File: config.mk
export PLATFORM = sky130hd
export DESIGN_NAME = miriscv_dmem_arbiter_flat
export DESIGN_NICKNAME = d
export VERILOG_FILES = /design/src/rtl/miriscv_dmem_arbiter_if.sv /design/src/rtl/miriscv_dmem_arbiter.sv /design/src/flat_wrapper.sv
export SDC_FILE = /design/constraint.sdc
export NUM_CORES = 1
export LEC_CHECK = 0
export ABC_CLOCK_PERIOD_IN_PS = 1500
export CORE_AREA = 5 5 126 128
export DETAILED_ROUTE_END_ITERATION = 8
export DIE_AREA = 0 0 131 133
export GPL_TIMING_DRIVEN = 1
export PLACE_DENSITY = 0.76
export SYNTH_ARGS = -nofsm -noshare
export SYNTH_HDL_FRONTEND = slang
export SYNTH_SLANG_ARGS = --single-unit
File: constraint.sdc
create_clock -name clk_i -period 1.5 [get_ports clk_i]
set_input_delay 0.3 -clock clk_i [delete_from_list [all_inputs] [get_ports clk_i]]
set_output_delay 0.3 -clock clk_i [all_outputs]
set_load 0.02 [all_outputs]
File: src/rtl/miriscv_dmem_arbiter_if.sv
`default_nettype none
// ============================================================================
// Module   : miriscv_dmem_arbiter_if
// Brief    : Two-master data-memory bus plus RAM-side port for the arbiter.
// Revision : 1.0
// ============================================================================
interface miriscv_dmem_arbiter_if;
    logic        m0_req_i;
    logic        m0_we_i;
    logic [3:0]  m0_be_i;
    logic [31:0] m0_addr_i;
    logic [31:0] m0_wdata_i;
    logic        m0_gnt_o;
    logic        m0_rvalid_o;
    logic [31:0] m0_rdata_o;
    logic        m0_err_o;

    logic        m1_req_i;
    logic        m1_we_i;
    logic [3:0]  m1_be_i;
    logic [31:0] m1_addr_i;
    logic [31:0] m1_wdata_i;
    logic        m1_gnt_o;
    logic        m1_rvalid_o;
    logic [31:0] m1_rdata_o;
    logic        m1_err_o;

    logic        ram_req_o;
    logic        ram_we_o;
    logic [3:0]  ram_be_o;
    logic [31:0] ram_addr_o;
    logic [31:0] ram_wdata_o;
    logic [31:0] ram_rdata_i;

    logic [15:0] conflict_cnt_o;

    modport slave (
        input  m0_req_i, m0_we_i, m0_be_i, m0_addr_i, m0_wdata_i,
        output m0_gnt_o, m0_rvalid_o, m0_rdata_o, m0_err_o,
        input  m1_req_i, m1_we_i, m1_be_i, m1_addr_i, m1_wdata_i,
        output m1_gnt_o, m1_rvalid_o, m1_rdata_o, m1_err_o,
        output ram_req_o, ram_we_o, ram_be_o, ram_addr_o, ram_wdata_o,
        input  ram_rdata_i,
        output conflict_cnt_o
    );

    modport master (
        output m0_req_i, m0_we_i, m0_be_i, m0_addr_i, m0_wdata_i,
        input  m0_gnt_o, m0_rvalid_o, m0_rdata_o, m0_err_o,
        output m1_req_i, m1_we_i, m1_be_i, m1_addr_i, m1_wdata_i,
        input  m1_gnt_o, m1_rvalid_o, m1_rdata_o, m1_err_o,
        input  ram_req_o, ram_we_o, ram_be_o, ram_addr_o, ram_wdata_o,
        output ram_rdata_i,
        input  conflict_cnt_o
    );
endinterface
`default_nettype wire

File: src/rtl/miriscv_dmem_arbiter.sv
`default_nettype none
// ============================================================================
// Module   : miriscv_dmem_arbiter
// Brief    : Round-robin two-master arbiter onto a single-port data RAM with
//            one-cycle registered responses and a saturating conflict counter.
// Revision : 1.0
// ============================================================================
module miriscv_dmem_arbiter #(
    parameter int RAM_SIZE = 256
) (
    input  wire logic              clk_i,
    input  wire logic              rst_i,
    miriscv_dmem_arbiter_if.slave  bus
);

    localparam logic [31:0] c_RAM_SIZE = 32'(RAM_SIZE);

    logic        r_last_grant;   // 1: master 1 granted most recently
    logic [15:0] r_conflict_cnt;
    logic        r_rsp_valid;
    logic        r_rsp_id;
    logic        r_rsp_we;
    logic        r_rsp_err;
    logic [31:0] r_rsp_rdata;

    logic        w_gnt0;
    logic        w_gnt1;
    logic        w_any_gnt;
    logic        w_both_req;
    logic        w_in_range0;
    logic        w_in_range1;
    logic        w_sel_in_range;
    logic        w_sel_we;
    logic        w_rsp0;
    logic        w_rsp1;
    logic        w_rsp_data_ok;

    assign w_both_req  = bus.m0_req_i & bus.m1_req_i;
    assign w_in_range0 = bus.m0_addr_i < c_RAM_SIZE;
    assign w_in_range1 = bus.m1_addr_i < c_RAM_SIZE;

    // On conflict the master that did not win last time gets the slot.
    assign w_gnt0    = ~rst_i & bus.m0_req_i & (~bus.m1_req_i |  r_last_grant);
    assign w_gnt1    = ~rst_i & bus.m1_req_i & (~bus.m0_req_i | ~r_last_grant);
    assign w_any_gnt = w_gnt0 | w_gnt1;

    assign w_sel_in_range = (w_gnt0 & w_in_range0) | (w_gnt1 & w_in_range1);
    assign w_sel_we       = (w_gnt0 & bus.m0_we_i) | (w_gnt1 & bus.m1_we_i);

    assign bus.m0_gnt_o    = w_gnt0;
    assign bus.m1_gnt_o    = w_gnt1;
    assign bus.ram_req_o   = w_sel_in_range;
    assign bus.ram_we_o    = w_sel_we;
    assign bus.ram_be_o    = w_gnt0 ? bus.m0_be_i    : (w_gnt1 ? bus.m1_be_i    : 4'h0);
    assign bus.ram_addr_o  = w_gnt0 ? bus.m0_addr_i  : (w_gnt1 ? bus.m1_addr_i  : 32'h0);
    assign bus.ram_wdata_o = w_gnt0 ? bus.m0_wdata_i : (w_gnt1 ? bus.m1_wdata_i : 32'h0);

    always_ff @(posedge clk_i) begin
        if (rst_i) begin
            r_last_grant   <= 1'b1;
            r_conflict_cnt <= 16'h0;
            r_rsp_valid    <= 1'b0;
            r_rsp_id       <= 1'b0;
            r_rsp_we       <= 1'b0;
            r_rsp_err      <= 1'b0;
            r_rsp_rdata    <= 32'h0;
        end else begin
            if (w_gnt0) begin
                r_last_grant <= 1'b0;
            end else if (w_gnt1) begin
                r_last_grant <= 1'b1;
            end
            if (w_both_req && (r_conflict_cnt != 16'hFFFF)) begin
                r_conflict_cnt <= r_conflict_cnt + 16'd1;
            end
            r_rsp_valid <= w_any_gnt;
            r_rsp_id    <= w_gnt1;
            r_rsp_we    <= w_sel_we;
            r_rsp_err   <= w_any_gnt & ~w_sel_in_range;
            r_rsp_rdata <= bus.ram_rdata_i;
        end
    end

    // Captured RAM data is only meaningful for an in-range load.
    assign w_rsp0        = ~rst_i & r_rsp_valid & ~r_rsp_id;
    assign w_rsp1        = ~rst_i & r_rsp_valid &  r_rsp_id;
    assign w_rsp_data_ok = ~r_rsp_we & ~r_rsp_err;

    assign bus.m0_rvalid_o = w_rsp0;
    assign bus.m0_err_o    = w_rsp0 & r_rsp_err;
    assign bus.m0_rdata_o  = (w_rsp0 & w_rsp_data_ok) ? r_rsp_rdata : 32'h0;
    assign bus.m1_rvalid_o = w_rsp1;
    assign bus.m1_err_o    = w_rsp1 & r_rsp_err;
    assign bus.m1_rdata_o  = (w_rsp1 & w_rsp_data_ok) ? r_rsp_rdata : 32'h0;

    assign bus.conflict_cnt_o = rst_i ? 16'h0 : r_conflict_cnt;

endmodule
`default_nettype wire

File: src/flat_wrapper.sv
// flat-port wrapper written by rule: the top's interface ports become plain ports
module miriscv_dmem_arbiter_flat 
#(
    parameter int RAM_SIZE = 256
)
  (clk_i, rst_i, bus_m0_req_i, bus_m0_we_i, bus_m0_be_i, bus_m0_addr_i, bus_m0_wdata_i, bus_m0_gnt_o, bus_m0_rvalid_o, bus_m0_rdata_o, bus_m0_err_o, bus_m1_req_i, bus_m1_we_i, bus_m1_be_i, bus_m1_addr_i, bus_m1_wdata_i, bus_m1_gnt_o, bus_m1_rvalid_o, bus_m1_rdata_o, bus_m1_err_o, bus_ram_req_o, bus_ram_we_o, bus_ram_be_o, bus_ram_addr_o, bus_ram_wdata_o, bus_ram_rdata_i, bus_conflict_cnt_o);
  miriscv_dmem_arbiter_if bus_i ();
  input  wire logic clk_i;
  input  wire logic rst_i;
  input wire logic [$bits(bus_i.m0_req_i)-1:0] bus_m0_req_i;
  input wire logic [$bits(bus_i.m0_we_i)-1:0] bus_m0_we_i;
  input wire logic [$bits(bus_i.m0_be_i)-1:0] bus_m0_be_i;
  input wire logic [$bits(bus_i.m0_addr_i)-1:0] bus_m0_addr_i;
  input wire logic [$bits(bus_i.m0_wdata_i)-1:0] bus_m0_wdata_i;
  output wire logic [$bits(bus_i.m0_gnt_o)-1:0] bus_m0_gnt_o;
  output wire logic [$bits(bus_i.m0_rvalid_o)-1:0] bus_m0_rvalid_o;
  output wire logic [$bits(bus_i.m0_rdata_o)-1:0] bus_m0_rdata_o;
  output wire logic [$bits(bus_i.m0_err_o)-1:0] bus_m0_err_o;
  input wire logic [$bits(bus_i.m1_req_i)-1:0] bus_m1_req_i;
  input wire logic [$bits(bus_i.m1_we_i)-1:0] bus_m1_we_i;
  input wire logic [$bits(bus_i.m1_be_i)-1:0] bus_m1_be_i;
  input wire logic [$bits(bus_i.m1_addr_i)-1:0] bus_m1_addr_i;
  input wire logic [$bits(bus_i.m1_wdata_i)-1:0] bus_m1_wdata_i;
  output wire logic [$bits(bus_i.m1_gnt_o)-1:0] bus_m1_gnt_o;
  output wire logic [$bits(bus_i.m1_rvalid_o)-1:0] bus_m1_rvalid_o;
  output wire logic [$bits(bus_i.m1_rdata_o)-1:0] bus_m1_rdata_o;
  output wire logic [$bits(bus_i.m1_err_o)-1:0] bus_m1_err_o;
  output wire logic [$bits(bus_i.ram_req_o)-1:0] bus_ram_req_o;
  output wire logic [$bits(bus_i.ram_we_o)-1:0] bus_ram_we_o;
  output wire logic [$bits(bus_i.ram_be_o)-1:0] bus_ram_be_o;
  output wire logic [$bits(bus_i.ram_addr_o)-1:0] bus_ram_addr_o;
  output wire logic [$bits(bus_i.ram_wdata_o)-1:0] bus_ram_wdata_o;
  input wire logic [$bits(bus_i.ram_rdata_i)-1:0] bus_ram_rdata_i;
  output wire logic [$bits(bus_i.conflict_cnt_o)-1:0] bus_conflict_cnt_o;
  assign bus_i.m0_req_i = bus_m0_req_i;
  assign bus_i.m0_we_i = bus_m0_we_i;
  assign bus_i.m0_be_i = bus_m0_be_i;
  assign bus_i.m0_addr_i = bus_m0_addr_i;
  assign bus_i.m0_wdata_i = bus_m0_wdata_i;
  assign bus_m0_gnt_o = bus_i.m0_gnt_o;
  assign bus_m0_rvalid_o = bus_i.m0_rvalid_o;
  assign bus_m0_rdata_o = bus_i.m0_rdata_o;
  assign bus_m0_err_o = bus_i.m0_err_o;
  assign bus_i.m1_req_i = bus_m1_req_i;
  assign bus_i.m1_we_i = bus_m1_we_i;
  assign bus_i.m1_be_i = bus_m1_be_i;
  assign bus_i.m1_addr_i = bus_m1_addr_i;
  assign bus_i.m1_wdata_i = bus_m1_wdata_i;
  assign bus_m1_gnt_o = bus_i.m1_gnt_o;
  assign bus_m1_rvalid_o = bus_i.m1_rvalid_o;
  assign bus_m1_rdata_o = bus_i.m1_rdata_o;
  assign bus_m1_err_o = bus_i.m1_err_o;
  assign bus_ram_req_o = bus_i.ram_req_o;
  assign bus_ram_we_o = bus_i.ram_we_o;
  assign bus_ram_be_o = bus_i.ram_be_o;
  assign bus_ram_addr_o = bus_i.ram_addr_o;
  assign bus_ram_wdata_o = bus_i.ram_wdata_o;
  assign bus_i.ram_rdata_i = bus_ram_rdata_i;
  assign bus_conflict_cnt_o = bus_i.conflict_cnt_o;
  miriscv_dmem_arbiter #(.RAM_SIZE(RAM_SIZE)) u_core (.clk_i(clk_i), .rst_i(rst_i), .bus(bus_i));
endmodule
==> results.sh <==
export IMPL_period_needed_ps=2030
export IMPL_busiest_layer="met2"
export IMPL_clock_sinks=53
export IMPL_power_frac_comb=0.397
export IMPL_final_hold_violation_count=0
export IMPL_ant_nets=0
export IMPL_initial_core_util=0.219
export IMPL_final_layout_size_suffix_gt1_frac=0.562
export IMPL_fmax_mhz=493
export IMPL_p_int_mw=3.23
export IMPL_seqPwrFrac=0.330
export IMPL_synth_mux_area_frac=0.0453
export IMPL_yosys_area_share_adder=0.00387
export IMPL_synth_top_family_by_area="simple AND/OR/NAND/NOR gates"
export IMPL_min_to="u_core.r_last_grant$_SDFFE_PP1P_"
export IMPL_worstHoldStart="rst_i"
export IMPL_synth_avg_cell_area_um2=8.68
export IMPL_die_area_mm2=0.0174
export IMPL_dpl_hpwl_um=12900
export IMPL_sw_frac_of_total=0.290
export IMPL_chipHeight_um=133
export IMPL_critPathSlowestCell="clkdlybuf4s15_1"
export IMPL_r2r_end="u_core.r_rsp_err$_SDFF_PP0_"
export IMPL_switchingPower_mw=1.32
export IMPL_gp_congestion=0.846
export IMPL_synthesis_nets=547
export IMPL_cp_max_fo=6
export IMPL_setup_ws_ps=-529
export IMPL_yosys_area_share_simple=0.357
export IMPL_antenna_found_initial=0
export IMPL_grt_pass1_vias=4650
export IMPL_grt_overflow=0
export IMPL_ir_worst_vdd_mv=0.360
export IMPL_numPortBuffers=329
export IMPL_ys_warn_count=0
export IMPL_post_route_period_util=1.35
export IMPL_slew_headroom=0.766
export IMPL_ios=330
export IMPL_yosys_area_top_type_share=0.328
export IMPL_outcome="finished with violations"
export IMPL_p_leak_nw=4.16
export IMPL_reg2reg_from="u_core.r_last_grant$_SDFFE_PP1P_"
export IMPL_clock_power_share=0.272
export IMPL_cp_data_arrival_time_ps=1730
export IMPL_whs_path_depth=2
export IMPL_clockBufferDepth=2
export IMPL_drt_iter0_markers=196
export IMPL_setup_viol=147
export IMPL_cap_violations=0
export IMPL_area_growth_pct=175
export IMPL_dieWidth_um=131
export IMPL_yosys_area_top_type="dfxtp_1"
export IMPL_nNetsFinal=959
export IMPL_crit_type="input pin to primary output"
export IMPL_tightestPinTransition_ps=351
export IMPL_grt_use_total=0.191
export IMPL_grt_pass1_wl_um=25800
export IMPL_synthesis_area_mm2=0.00323
export IMPL_viasPerCell=4.73
export IMPL_routed_wl_um=19700
export IMPL_tns_ps=-62760
export IMPL_p_per_area_mw_per_mm2=513
export IMPL_cts_hold_buf=0
export IMPL_vias=4600
export IMPL_core_mm2=0.0148
export IMPL_r2r_slack_ps=-120
export IMPL_violations="setup timing"
export IMPL_synth_compound_area_frac=0.220
export IMPL_path_cells="clkdlybuf4s15_1 > nor2b_2 > and2_4 > buf_12 > buf_12 > buf_16 > a22o_4 > buf_6"
export IMPL_grt_max_degree=65
export IMPL_netlist_instances=372
export IMPL_synth_xor_area_frac=0
export IMPL_yosysSeqAreaShare=0.328
export IMPL_grtUsageMet2=0.345
export IMPL_slowest_delay_ps=260
export IMPL_row_count=45
export IMPL_root_buffer="clkbuf_16"
export IMPL_cp_common_cell="buf_12"
export IMPL_synth_cell_type_count=36
export IMPL_clkSlewWorstSetupHoldPaths_ps=80
export IMPL_ys_top_cells_by_area="dfxtp_1 33%, a22o_1 19%, and2_1 13%"
export IMPL_htreeDepth=2
export IMPL_placed_area_mm2=0.00731
export IMPL_ff2ff_path_depth=8
export IMPL_wl_per_cell_um=20.2
export IMPL_design_area_mm2=0.00887
export IMPL_clkLatencyLatePin_ps=300
export IMPL_hp_class="input pin to register"
export IMPL_critPathCaptureType="primary output"
export IMPL_grtUsageMet3=0.0513
export IMPL_required_ps=1200
export IMPL_rsz0062_at_grt="yes"
export IMPL_met1_usage=0.222
export IMPL_ys_ff_latch=53
export IMPL_drv_slew=0
export IMPL_pre_cts_ws_ps=-1130
export IMPL_finClkSkew_ps=12.8
export IMPL_cts_buffers=5
export IMPL_drc=0
export IMPL_firstDrtPassIters=4
export IMPL_start_kind="input pin"
export IMPL_antennaDiodeCount=0
export IMPL_cts_tree="built"
cells in the final DEF, fill, tap and decap left out, types with 3 or more instances in the layout:
cell             netlist  layout
a21oi_2                1       6
a22o_1                70      54
a22o_4                 0      16
and2_2                 0      19
and2_4                 1      50
buf_12                 0      10
buf_16                 0       7
buf_4                  1      57
buf_6                  1     162
buf_8                  0       3
clkbuf_16              0      12
clkbuf_2               0      20
clkdlybuf4s15_1        0       4
clkdlybuf4s50_1        0     123
dfxtp_1               53      41
dfxtp_2                0      11
dlygate4sd2_1          0      10
dlymetal6s2s_1         0      29
mux2_4                 0      12
nand2_1                7       5
nand3_2                0       3
nand4_1                6       6
nor2_1                13      12
nor2b_1               52      49
nor3b_4                0       3
nor4_2                 0       9
o21ai_0                3       3
synthesized netlist by cell type:
master,n
a311oi_1,1
or2_1,1
and2_1,69
a21oi_1,8
o31ai_1,1
mux2_1,4
and3b_1,1
nand4_1,6
and4_1,2
a22o_1,70
nand2b_1,2
nand3_1,6
nor3b_2,3
nor3b_1,1
and2_4,1
or3_1,2
buf_6,1
and3_1,3
nand2_1,7
nor4_1,13
clkbuf_1,18
nor2b_1,52
inv_1,1
mux2_2,9
buf_2,11
nor3_4,1
ha_1,1
a21oi_2,1
a21boi_2,1
dfxtp_1,53
buf_4,1
nor2_1,13
o22ai_1,1
nand4_2,1
o21ai_0,3
nor3_1,3
flip-flops by register name, indices dropped and copies added, names as in the netlist:
signal,flops
u_core.r_conflict_cnt,16
u_core.r_last_grant,1
u_core.r_rsp_err,1
u_core.r_rsp_id,1
u_core.r_rsp_rdata,32
u_core.r_rsp_valid,1
u_core.r_rsp_we,1
per-stage QoR:
| stage | utilization | cells | power [mW] | hold WS, ps |
|---|---|---|---|---|
| 2_1_floorplan | - | 372 | 2.05 | 425 |
| 3_3_place_gp | 0.496 | 923 | 2.99 | 505 |
| 3_5_place_dp | 0.496 | 923 | 2.99 | 513 |
| 4_1_cts | 0.557 | 957 | 4.45 | 354 |
| 5_1_grt | 0.601 | 973 | 4.73 | 386 |
| 6_report | 0.601 | 973 | 4.55 | 364 |
power by group through the flow:
stage / clock network [mW] / registers (mW) / logic (mW)
finish: 1.24 / 1.50 / 1.81
detailed placement: 0 / 1.53 / 1.46
global route: 1.33 / 1.51 / 1.89
CTS: 1.29 / 1.50 / 1.66
floorplan: 0 / 1.52 / 0.529
global placement: 0 / 1.53 / 1.46
worst max-delay path by stage:
stage	endpoint	start	slack [ps]	cells past startpoint
after CTS	bus_ram_addr_o[3]	u_core.r_last_grant$_SDFFE_PP1P_	-490	7
final	bus_ram_addr_o[0]	bus_m0_req_i	-530	8
after floorplan	bus_m0_rdata_o[10]	u_core.r_rsp_id$_SDFF_PP0_	-100	4
after global placement	bus_ram_addr_o[3]	bus_m0_req_i	-1110	6
after global routing	bus_ram_wdata_o[13]	bus_m1_req_i	-560	7
after detailed placement	bus_ram_req_o	bus_m1_addr_i[29]	-1130	5
cell families (layout without fill, tap and decap cells):
| family | after synthesis | after routing |
|---|---|---|
| flops | 53 | 53 |
| buf+inv | 32 | 445 |
| simple gates | 187 | 187 |
| compound gates | 86 | 86 |
| mux | 13 | 13 |
| fa+ha+maj | 1 | 1 |
metal layers:
layer,vias to the layer above,part of all wire
met1,2183,0.38
met3,29,0.093
met2,228,0.51
met4,0,0.018
li1,2160,-
met5,-,0
worst max-delay path: cells and delay by family:
family / cells / cell delay, ps
compound gates: 1 / 240
buf+inv: 5 / 790
simple gates: 2 / 380
final cells by class:
| class | count | area (um^2) |
|---|---|---|
| fill | 1191 | 5880 |
| timing repair buffer | 436 | 4720 |
| multi-input combinational | 287 | 2670 |
| sequential | 53 | 1080 |
| tap | 188 | 235 |
| clock buffer | 6 | 139 |
| clock inverter | 2 | 17.5 |
| inverter | 1 | 3.75 |
what timing repair did:
action | 4_1_cts | 5_1_grt
endpoints found under the setup margin | 172 | 173
resized for setup | 940 | 190
pin swaps | 59 | 81
gates cloned | 12 | 8
buffers inserted | 16 | 13
Power figures use the tool's default switching activity.
